`src/rtl/if_fetch_queue_pkg.sv`:
```
// -----------------------------------------------------------------------------
// if_fetch_queue_pkg
// Shared types and constants for the instruction-fetch queue front end:
//   - fetch FSM state encoding
//   - default bus widths, instruction byte step and the all-zero instruction
// No ports (package).
// -----------------------------------------------------------------------------
package if_fetch_queue_pkg;

    // Default fetch address / instruction widths of the core.
    localparam int unsigned INST_ADDR_BUS_W = 64;
    localparam int unsigned INST_BUS_W      = 32;

    // Byte distance between consecutive instructions.
    localparam int unsigned INST_STEP_BYTES = 4;

    // Value presented on the decode data outputs when nothing is valid.
    localparam logic [INST_BUS_W-1:0] ZERO_INST = 32'h0000_0000;

    // Fetch FSM: IDLE = nothing in flight, WAIT = in flight and kept,
    // WAIT_DROP = in flight but its response will be thrown away.
    typedef enum logic [1:0] {
        FETCH_IDLE      = 2'b00,
        FETCH_WAIT      = 2'b01,
        FETCH_WAIT_DROP = 2'b10
    } fetch_state_e;

endpackage : if_fetch_queue_pkg

```
`src/rtl/if_fetch_queue_fifo.sv`:
```
// -----------------------------------------------------------------------------
// if_fetch_queue_fifo
// Synchronous DEPTH-entry FIFO holding fetched {pc, inst} entries.
// flush empties the FIFO and overrides push and pop in the same cycle.
// Ports:
//   clock    in   rising-edge clock
//   reset    in   asynchronous active-low reset
//   push_i   in   write data_i (ignored when full)
//   pop_i    in   drop head entry (ignored when empty)
//   flush_i  in   discard all entries
//   data_i   in   WIDTH-bit entry to write
//   data_o   out  WIDTH-bit head entry (meaningless when empty)
//   count_o  out  occupancy, 0..DEPTH
//   empty_o  out  occupancy == 0
//   full_o   out  occupancy == DEPTH
// -----------------------------------------------------------------------------
module if_fetch_queue_fifo #(
    parameter int unsigned WIDTH = 96,
    parameter int unsigned DEPTH = 4
) (
    input  logic                       clock,
    input  logic                       reset,
    input  logic                       push_i,
    input  logic                       pop_i,
    input  logic                       flush_i,
    input  logic [WIDTH-1:0]           data_i,
    output logic [WIDTH-1:0]           data_o,
    output logic [$clog2(DEPTH):0]     count_o,
    output logic                       empty_o,
    output logic                       full_o
);

    localparam int unsigned PTR_W = $clog2(DEPTH);
    localparam int unsigned CNT_W = PTR_W + 1;

    logic [WIDTH-1:0] mem_q [DEPTH];
    logic [PTR_W-1:0] wr_ptr_q, wr_ptr_d;
    logic [PTR_W-1:0] rd_ptr_q, rd_ptr_d;
    logic [CNT_W-1:0] cnt_q, cnt_d;
    logic             do_push_s;
    logic             do_pop_s;

    assign empty_o = (cnt_q == {CNT_W{1'b0}});
    assign full_o  = (cnt_q == CNT_W'(DEPTH));
    assign count_o = cnt_q;
    assign data_o  = mem_q[rd_ptr_q];

    // Overflow/underflow requests are dropped so the pointers can never skew.
    assign do_push_s = push_i && !full_o;
    assign do_pop_s  = pop_i && !empty_o;

    // Next-state pointers and occupancy; flush wins over push/pop.
    always_comb begin
        wr_ptr_d = wr_ptr_q;
        rd_ptr_d = rd_ptr_q;
        cnt_d    = cnt_q;
        if (flush_i) begin
            wr_ptr_d = {PTR_W{1'b0}};
            rd_ptr_d = {PTR_W{1'b0}};
            cnt_d    = {CNT_W{1'b0}};
        end else begin
            if (do_push_s) begin
                wr_ptr_d = wr_ptr_q + PTR_W'(1);
            end else begin
                wr_ptr_d = wr_ptr_q;
            end
            if (do_pop_s) begin
                rd_ptr_d = rd_ptr_q + PTR_W'(1);
            end else begin
                rd_ptr_d = rd_ptr_q;
            end
            case ({do_push_s, do_pop_s})
                2'b10:   cnt_d = cnt_q + CNT_W'(1);
                2'b01:   cnt_d = cnt_q - CNT_W'(1);
                default: cnt_d = cnt_q;
            endcase
        end
    end

    // Pointer and occupancy registers.
    always_ff @(posedge clock or negedge reset) begin
        if (!reset) begin
            wr_ptr_q <= {PTR_W{1'b0}};
            rd_ptr_q <= {PTR_W{1'b0}};
            cnt_q    <= {CNT_W{1'b0}};
        end else begin
            wr_ptr_q <= wr_ptr_d;
            rd_ptr_q <= rd_ptr_d;
            cnt_q    <= cnt_d;
        end
    end

    // Entry storage; contents only matter once the count says they are valid.
    always_ff @(posedge clock) begin
        if (do_push_s && !flush_i) begin
            mem_q[wr_ptr_q] <= data_i;
        end
    end

endmodule : if_fetch_queue_fifo

```
`src/rtl/if_fetch_queue.sv`:
```
// -----------------------------------------------------------------------------
// if_fetch_queue
// Instruction-fetch front end: owns the fetch PC, issues one word request at a
// time to instruction memory (req/gnt/rvalid), buffers fetched {pc, inst}
// pairs in a DEPTH-entry queue and hands them to decode with valid/ready.
// A redirect flushes the queue and discards any response still in flight.
// Ports:
//   clock          in   rising-edge clock
//   reset          in   asynchronous active-low reset
//   redirect_i     in   taken branch/jump this cycle
//   redirect_pc_i  in   redirect target (bits [1:0] ignored)
//   imem_req_o     out  fetch request valid
//   imem_addr_o    out  fetch address (current fetch PC)
//   imem_gnt_i     in   memory accepts the request this cycle
//   imem_rvalid_i  in   response valid
//   imem_rdata_i   in   response instruction
//   id_valid_o     out  queue head valid
//   id_ready_i     in   decode accepts the head
//   id_pc_o        out  head PC (0 when not valid)
//   id_inst_o      out  head instruction (0 when not valid)
//   fq_count_o     out  queue occupancy
// -----------------------------------------------------------------------------
module if_fetch_queue
    import if_fetch_queue_pkg::*;
#(
    parameter int unsigned     ADDR_W   = INST_ADDR_BUS_W,
    parameter int unsigned     INST_W   = INST_BUS_W,
    parameter int unsigned     DEPTH    = 4,
    parameter logic [ADDR_W-1:0] RESET_PC = {ADDR_W{1'b0}}
) (
    input  logic                   clock,
    input  logic                   reset,
    input  logic                   redirect_i,
    input  logic [ADDR_W-1:0]      redirect_pc_i,
    output logic                   imem_req_o,
    output logic [ADDR_W-1:0]      imem_addr_o,
    input  logic                   imem_gnt_i,
    input  logic                   imem_rvalid_i,
    input  logic [INST_W-1:0]      imem_rdata_i,
    output logic                   id_valid_o,
    input  logic                   id_ready_i,
    output logic [ADDR_W-1:0]      id_pc_o,
    output logic [INST_W-1:0]      id_inst_o,
    output logic [$clog2(DEPTH):0] fq_count_o
);

    localparam int unsigned       ENTRY_W = ADDR_W + INST_W;
    localparam logic [ADDR_W-1:0] PC_STEP = ADDR_W'(INST_W / 8);

    fetch_state_e       state_q, state_d;
    logic [ADDR_W-1:0]  fetch_pc_q, fetch_pc_d;
    logic [ADDR_W-1:0]  req_pc_q, req_pc_d;

    logic               grant_s;
    logic               push_s;
    logic               pop_s;
    logic               fifo_empty_s;
    logic               fifo_full_s;
    logic [ENTRY_W-1:0] head_s;

    // Credit check (not full) guarantees a granted response always has room.
    // Gated by reset so the request is low while reset is held.
    assign imem_req_o  = reset && (state_q == FETCH_IDLE) && !redirect_i && !fifo_full_s;
    assign imem_addr_o = fetch_pc_q;
    assign grant_s     = imem_req_o && imem_gnt_i;

    // Responses are kept only in WAIT, and never in a redirect cycle.
    assign push_s = (state_q == FETCH_WAIT) && imem_rvalid_i && !redirect_i;
    assign pop_s  = id_valid_o && id_ready_i && !redirect_i;

    assign id_valid_o = !fifo_empty_s;
    assign id_pc_o    = id_valid_o ? head_s[ENTRY_W-1:INST_W] : {ADDR_W{1'b0}};
    assign id_inst_o  = id_valid_o ? head_s[INST_W-1:0]       : ZERO_INST[INST_W-1:0];

    if_fetch_queue_fifo #(
        .WIDTH (ENTRY_W),
        .DEPTH (DEPTH)
    ) u_fifo (
        .clock   (clock),
        .reset   (reset),
        .push_i  (push_s),
        .pop_i   (pop_s),
        .flush_i (redirect_i),
        .data_i  ({req_pc_q, imem_rdata_i}),
        .data_o  (head_s),
        .count_o (fq_count_o),
        .empty_o (fifo_empty_s),
        .full_o  (fifo_full_s)
    );

    // Fetch FSM next state; a redirect while waiting turns a pending response
    // into one to be dropped unless it arrives in the same cycle.
    always_comb begin
        state_d = state_q;
        case (state_q)
            FETCH_IDLE: begin
                if (grant_s) begin
                    state_d = FETCH_WAIT;
                end else begin
                    state_d = FETCH_IDLE;
                end
            end
            FETCH_WAIT: begin
                if (imem_rvalid_i) begin
                    state_d = FETCH_IDLE;
                end else if (redirect_i) begin
                    state_d = FETCH_WAIT_DROP;
                end else begin
                    state_d = FETCH_WAIT;
                end
            end
            FETCH_WAIT_DROP: begin
                if (imem_rvalid_i) begin
                    state_d = FETCH_IDLE;
                end else begin
                    state_d = FETCH_WAIT_DROP;
                end
            end
            default: state_d = FETCH_IDLE;
        endcase
    end

    // Fetch PC and granted-address next state; redirect has priority.
    always_comb begin
        fetch_pc_d = fetch_pc_q;
        req_pc_d   = req_pc_q;
        if (redirect_i) begin
            fetch_pc_d = {redirect_pc_i[ADDR_W-1:2], 2'b00};
        end else if (grant_s) begin
            fetch_pc_d = fetch_pc_q + PC_STEP;
        end else begin
            fetch_pc_d = fetch_pc_q;
        end
        if (grant_s) begin
            req_pc_d = fetch_pc_q;
        end else begin
            req_pc_d = req_pc_q;
        end
    end

    // State, fetch PC and granted-address registers.
    always_ff @(posedge clock or negedge reset) begin
        if (!reset) begin
            state_q    <= FETCH_IDLE;
            fetch_pc_q <= RESET_PC;
            req_pc_q   <= {ADDR_W{1'b0}};
        end else begin
            state_q    <= state_d;
            fetch_pc_q <= fetch_pc_d;
            req_pc_q   <= req_pc_d;
        end
    end

endmodule : if_fetch_queue

```
`config.mk`:
```
export PLATFORM = sky130hd
export DESIGN_NAME = if_fetch_queue
export DESIGN_NICKNAME = d
export VERILOG_FILES = /design/src/rtl/if_fetch_queue_pkg.sv /design/src/rtl/if_fetch_queue_fifo.sv /design/src/rtl/if_fetch_queue.sv
export SDC_FILE = /design/constraint.sdc
export NUM_CORES = 1
export LEC_CHECK = 0
export CORE_AREA = 3 3 160 240
export CTS_BUF_LIST = sky130_fd_sc_hd__clkbuf_2 sky130_fd_sc_hd__clkbuf_4 sky130_fd_sc_hd__clkbuf_8
export DETAILED_ROUTE_END_ITERATION = 10
export DIE_AREA = 0 0 163 243
export PLACE_DENSITY = 0.81
export SYNTH_ARGS = -nofsm -noshare
export SYNTH_HDL_FRONTEND = slang
export SYNTH_SLANG_ARGS = --single-unit
```
`constraint.sdc`:
```
create_clock -name clock -period 4.16 [get_ports clock]
set_input_delay 0.832 -clock clock [delete_from_list [all_inputs] [get_ports clock]]
set_output_delay 0.832 -clock clock [all_outputs]
set_load 0.02 [all_outputs]
```
== Yosys cells after proc, flatten, opt, wreduce, memory -nomap -nowiden ==
Memories as Yosys holds them, arrays and structs flattened.
Cells that the tools add are included.

* Bits in registers: 137
* Bits in writable memories: 384
* Input port bits: 102
* Memories kept: 1

{| class="wikitable"
|+ Memories
! memory !! words !! bits a word !! read ports !! clocked after memory_dff !! wr ports !! RTL line !! text
|-
| u_fifo.mem_q || 4 || 96 || 1 || 0 || 1 || if_fetch_queue_fifo.sv:36 || <nowiki>logic [WIDTH-1:0] mem_q [DEPTH];</nowiki>
|}

* Add/sub/neg operators: 5
* Equal/unequal tests: 5
* Muxes and demuxes: 17
* Reductions and logical operators: 20

{| class="wikitable"
|+ Operators with widths
! operator !! count
|-
| $mux W64 || 3
|-
| $add A64 B3 Y64 const B || 1
|-
| $mux W32 || 1
|-
| $mux W2 || 7
|-
| $logic_and A1 B1 Y1 || 11
|-
| $pmux W2 S3 || 1
|-
| $pmux W3 S2 || 1
|-
| $reduce_bool A2 Y1 || 3
|-
| $add A2 B1 Y2 const B || 2
|-
| $eq A2 B1 Y1 const B || 2
|-
| $eq A2 B2 Y1 const B || 2
|-
| $add A3 B1 Y3 const B || 1
|-
| $eq A3 B3 Y1 const B || 1
|-
| $logic_not A1 Y1 || 3
|-
| $logic_not A3 Y1 || 1
|-
| $mux W1 || 3
|-
| $mux W3 || 1
|-
| $reduce_bool A3 Y1 || 1
|-
| $sub A3 B1 Y3 const B || 1
|-
| $logic_not A2 Y1 || 1
|}

== Depth between registers and ports, before layout ==
* Depth in word-level cells: 8
* Depth in mapped cells: 9

== Modules after synthesis ==
A second synthesis with hierarchy kept.

* Cells, all modules: 1419
* Area total of the unflattened synthesis: 21378.0 µm²

{| class="wikitable"
|+ Modules (own cells, without submodules)
! module !! instances !! cells an instance !! area an instance (µm²) !! seq. area each (µm²)
|-
| if_fetch_queue_fifo || 1 || 566 || 14376.3 || 11706.2
|-
| if_fetch_queue || 1 || 853 || 7001.7 || 3153.0
|}

== Least setup slack after synthesis ==
No wires, ideal clock.

* Path kind: input -> register
* From: in imem_rvalid_i
* To: mem u_fifo.mem_q[0][0] (enable)
* Library setup time: 0.463 ns
* Data arrival time: 3.646 ns
* Slack: 0.051 ns
* Stages: 4
* Cell sequence: and3b_1 > and3_1 > clkbuf_1 > and2_1

* Longest elaborated chain between the ends: 6

{| class="wikitable"
|+ RTL lines
! what !! RTL line !! text
|-
| from (decl) || if_fetch_queue.sv:38 || <nowiki>input logic imem_rvalid_i,</nowiki>
|-
| $logic_and A1 B1 Y1 (2 in a row) || if_fetch_queue.sv:68 || <nowiki>assign push_s = (state_q == FETCH_WAIT) && imem_rvalid_i && !redirect_i;</nowiki>
|-
| $logic_and A1 B1 Y1 || if_fetch_queue_fifo.sv:49 || <nowiki>assign do_push_s = push_i && !full_o;</nowiki>
|-
| $logic_and A1 B1 Y1 || if_fetch_queue_fifo.sv:95 || <nowiki>if (do_push_s && !flush_i) begin</nowiki>
|-
| $mux W1 || if_fetch_queue_fifo.sv:95 ||
|-
| $mux W1 (implied by the code) || if_fetch_queue_fifo.sv:96 || <nowiki>mem_q[wr_ptr_q] <= data_i;</nowiki>
|-
| to (decl) || if_fetch_queue_fifo.sv:36 ||
|}

Every way passes these cells.

== Final worst setup path ==
* From: reg u_fifo.rd_ptr_q[1]
* To: out id_pc_o[14]

* Longest elaborated chain between the ends: 2

{| class="wikitable"
|+ RTL lines
! what !! RTL line !! text
|-
| from (decl) || if_fetch_queue_fifo.sv:38 || <nowiki>logic [PTR_W-1:0] rd_ptr_q, rd_ptr_d;</nowiki>
|-
| from (signal assigned) || if_fetch_queue_fifo.sv:84 || <nowiki>rd_ptr_q <= {PTR_W{1'b0}};</nowiki>
|-
| from (signal assigned) || if_fetch_queue_fifo.sv:88 || <nowiki>rd_ptr_q <= rd_ptr_d;</nowiki>
|-
| $mem_v2 Z4 W96 || n/a ||
|-
| $mux W64 || if_fetch_queue.sv:72 || <nowiki>assign id_pc_o = id_valid_o ? head_s[ENTRY_W-1:INST_W] : {ADDR_W{1'b0}};</nowiki>
|-
| to (decl) || if_fetch_queue.sv:42 || <nowiki>output logic [ADDR_W-1:0] id_pc_o,</nowiki>
|}

Every way passes these cells.

==> impl_metrics.env <==
export IMPL_startpoint_type="register"
export IMPL_power_uw=14500
export IMPL_rsz0062_at_grt="no"
export IMPL_core_area_um2=36600
export IMPL_path_max_fanout=44
export IMPL_avgViaCountPerCell=5.92
export IMPL_tritoncts="built"
export IMPL_drive_above_1_share=0.152
export IMPL_yosysWarnings=0
export IMPL_slew_headroom=0.309
export IMPL_yosys_register_bits=509
export IMPL_status="finished, final reports clean"
export IMPL_grt_start_max_net_pins=98
export IMPL_synth_ff_type="edfxtp_1"
export IMPL_dpl_hpwl_um=30000
export IMPL_peakVddDrop_uv=455
export IMPL_grt_pass1_wl_um=75500
export IMPL_synth_edf_count=376
export IMPL_max_stage_delay_ns=0.94
export IMPL_synthTopCellsByCount="edfxtp_1, nand2_1, dfrtp_1, and2_1, mux4_2"
export IMPL_synth_top_area_share=0.545
export IMPL_critPathRequiredTime_ns=3.33
export IMPL_nets=1760
export IMPL_io_buffers=260
export IMPL_r2r_start="imem_addr_o[5]$_DFFE_PN0N_"
export IMPL_fin_worst_skew_ns=0.0260
export IMPL_dieArea_um2=39600
export IMPL_slowest_stage="dfrtp_4"
export IMPL_cts_max_path_buffers=3
export IMPL_worst_slack_ns=0.383
export IMPL_start_util=0.566
export IMPL_cts_hold_buffers=0
export IMPL_synth_distinct_cells=52
export IMPL_min_period_over_period=0.908
export IMPL_cp_top_family="flip-flops"
export IMPL_placementRows=86
export IMPL_grt_pass1_vias=13500
export IMPL_cp_startpoint="u_fifo.rd_ptr_q[1]$_DFFE_PN0P_"
export IMPL_cts_resized=0
export IMPL_avgSynthCellArea_um2=15.1
export IMPL_place_gp_congestion=0.842
export IMPL_antenna_left=0
export IMPL_seq_area_frac_synth=0.705
export IMPL_period_needed_ns=3.78
export IMPL_path_class="reg2out"
export IMPL_globalRouteOverflowTotal=0
export IMPL_clock_latency_ns=0.61
export IMPL_antenna_found_initial=2
export IMPL_power_density_nw_per_um2=572
export IMPL_drt_iter0_drc=1081
export IMPL_end_kind="output pin"
export IMPL_pre_cts_ws_ns=0.757
export IMPL_cts_made_buffers=71
export IMPL_ctsRootBufferMaster="clkbuf_8"
export IMPL_max_cap_violations=0
export IMPL_via_count=13000
export IMPL_postCtsSetupRepairBufs=0
export IMPL_path_clk_slew_ns=0.06
export IMPL_wirelength_um=48200
export IMPL_area_growth_pct=22.8
export IMPL_setup_viol=0
export IMPL_finalHoldViolations=0
export IMPL_chipWidth_um=163
export IMPL_yosysTopAreaCell="edfxtp_1"
export IMPL_mappedNetlistArea_um2=20700
export IMPL_final_setup_tns_ns=0
export IMPL_dr_pass1_iters=5
export IMPL_synth_area_top_cells="edfxtp_1, dfrtp_1, mux4_2, nand2_1, and2_1"
export IMPL_max_freq_ghz=0.265
export IMPL_maxSlewViolCount=0
export IMPL_syn_inst=1372
export IMPL_worst_pin_slew_ns=1.04
export IMPL_cts_sinks=509
export IMPL_async_flop_share=0.261
export IMPL_drc=0
export IMPL_die_y_um=243
export IMPL_pin_count=267
export IMPL_arrival_ns=2.94
export IMPL_leakage_uw=0.00903
export IMPL_grt_usage=0.248
export IMPL_cp_cell_sequence="buf_12 -> mux4_2 -> and2_1 -> clkdlybuf4s50_1"
export IMPL_cp_num_buf_inv=2
export IMPL_synth_most_common_cell="edfxtp_1"
export IMPL_hold_class="in2async"
export IMPL_htreeDepth=3
export IMPL_wl_per_cell_um=22.0
## worst register-to-register path: stages (launching register included)
cell	delay, ns
dfrtp_1	0.56
nand4_1	0.35
or3_1	0.57
nor4_4	0.60
buf_4	0.29
a31oi_1	0.10
o21ai_0	0.22
o311ai_1	0.14
## cells by family after synthesis
| family | Yosys count | share of synthesized area |
|---|---|---|
| XOR/XNOR | 18 | 0.00761 |
| multiplexers | 96 | 0.103 |
| AND/OR/NAND/NOR | 523 | 0.121 |
| buffers and inverters | 94 | 0.0193 |
| adder cells (fa/ha/maj) | 6 | 0.00399 |
| flip-flops | 509 | 0.705 |
| AO/OA/AOI/OAI | 125 | 0.0389 |
| other | 1 | 0.000181 |
## stage by stage
step	cell area, µm²	hold slack (ns)	utilization	instances
floorplan	20700	0.469	-	1375
global placement	24000	0.483	0.656	2063
detailed placement	24000	0.503	0.656	2063
CTS	25400	0.0492	0.695	2188
global route	25400	0.0689	0.695	2190
finish	25400	0.0906	0.695	2191
## power by group
group / internal [µW] / total [µW] / switching, µW
Clock: 2080 / 3840 / 1760
Combinational: 1890 / 3960 / 2070
Sequential: 6180 / 6740 / 556
## cell usage in the layout (no fill, tap or decap), types with 4 or more instances in the layout
cell type	instances
clkbuf_4	21
and2_4	4
clkbuf_8	84
ha_1	5
nand4_1	26
nor2_1	33
a22oi_1	5
o311ai_0	7
o211ai_1	17
and2_1	99
clkinv_2	7
o311ai_1	7
a31o_2	4
nor3_1	11
xor2_1	8
edfxtp_1	376
o21ai_0	39
nand3_1	39
o21ai_1	10
xnor2_1	10
and3_1	7
conb_1	4
inv_1	9
a21oi_1	8
or3_1	9
mux4_2	94
a32oi_1	5
clkdlybuf4s50_1	258
nor4_1	5
dfrtp_1	131
nand2_1	265
a31oi_1	17
buf_4	15
and4_1	4
clkinv_1	13
buf_12	13
## area by class of cell
cell class / count / area [µm²]
inverters: 10 / 37.5
diodes: 3 / 7.51
repair buffers: 288 / 2970
multi-input cells: 772 / 5770
well taps: 484 / 606
flip-flops and latches: 509 / 14600
clock buffers: 105 / 1310
clock inverters: 20 / 110
fillers: 2446 / 11100
## metal layers
layer  up-vias  track usage  part of all wire
met5         -            0                 0
li1       5715            -                 -
met3       105       0.0422             0.063
met4         0        0.118             0.040
met1      6573        0.322              0.38
met2       576        0.410              0.52
## path summary, 6_finish.rpt
path / to / slack, ns / depth (start not counted)
setup / recovery: id_pc_o[14] / 0.38 / 4
hold / removal: imem_addr_o[56]$_DFFE_PN0N_ / 0.09 / 1
setup reg to reg: imem_addr_o[41]$_DFFE_PN0N_ / 1.18 / 7
hold reg to reg: u_fifo.mem_q[2][65]$_DFFE_PP_ / 0.52 / 0
max in group asynchronous: u_fifo.rd_ptr_q[1]$_DFFE_PN0P_ / 2.18 / 3
min in group clock: u_fifo.mem_q[2][65]$_DFFE_PP_ / 0.52 / 0
## flip-flops by register name, indices dropped and copies added, names as in the netlist
register	cells
u_fifo.mem_q	376
req_pc_q	62
state_q	2
u_fifo.rd_ptr_q	2
imem_addr_o	62
u_fifo.wr_ptr_q	2
u_fifo.count_o	3
Power figures use the tool's default switching activity.
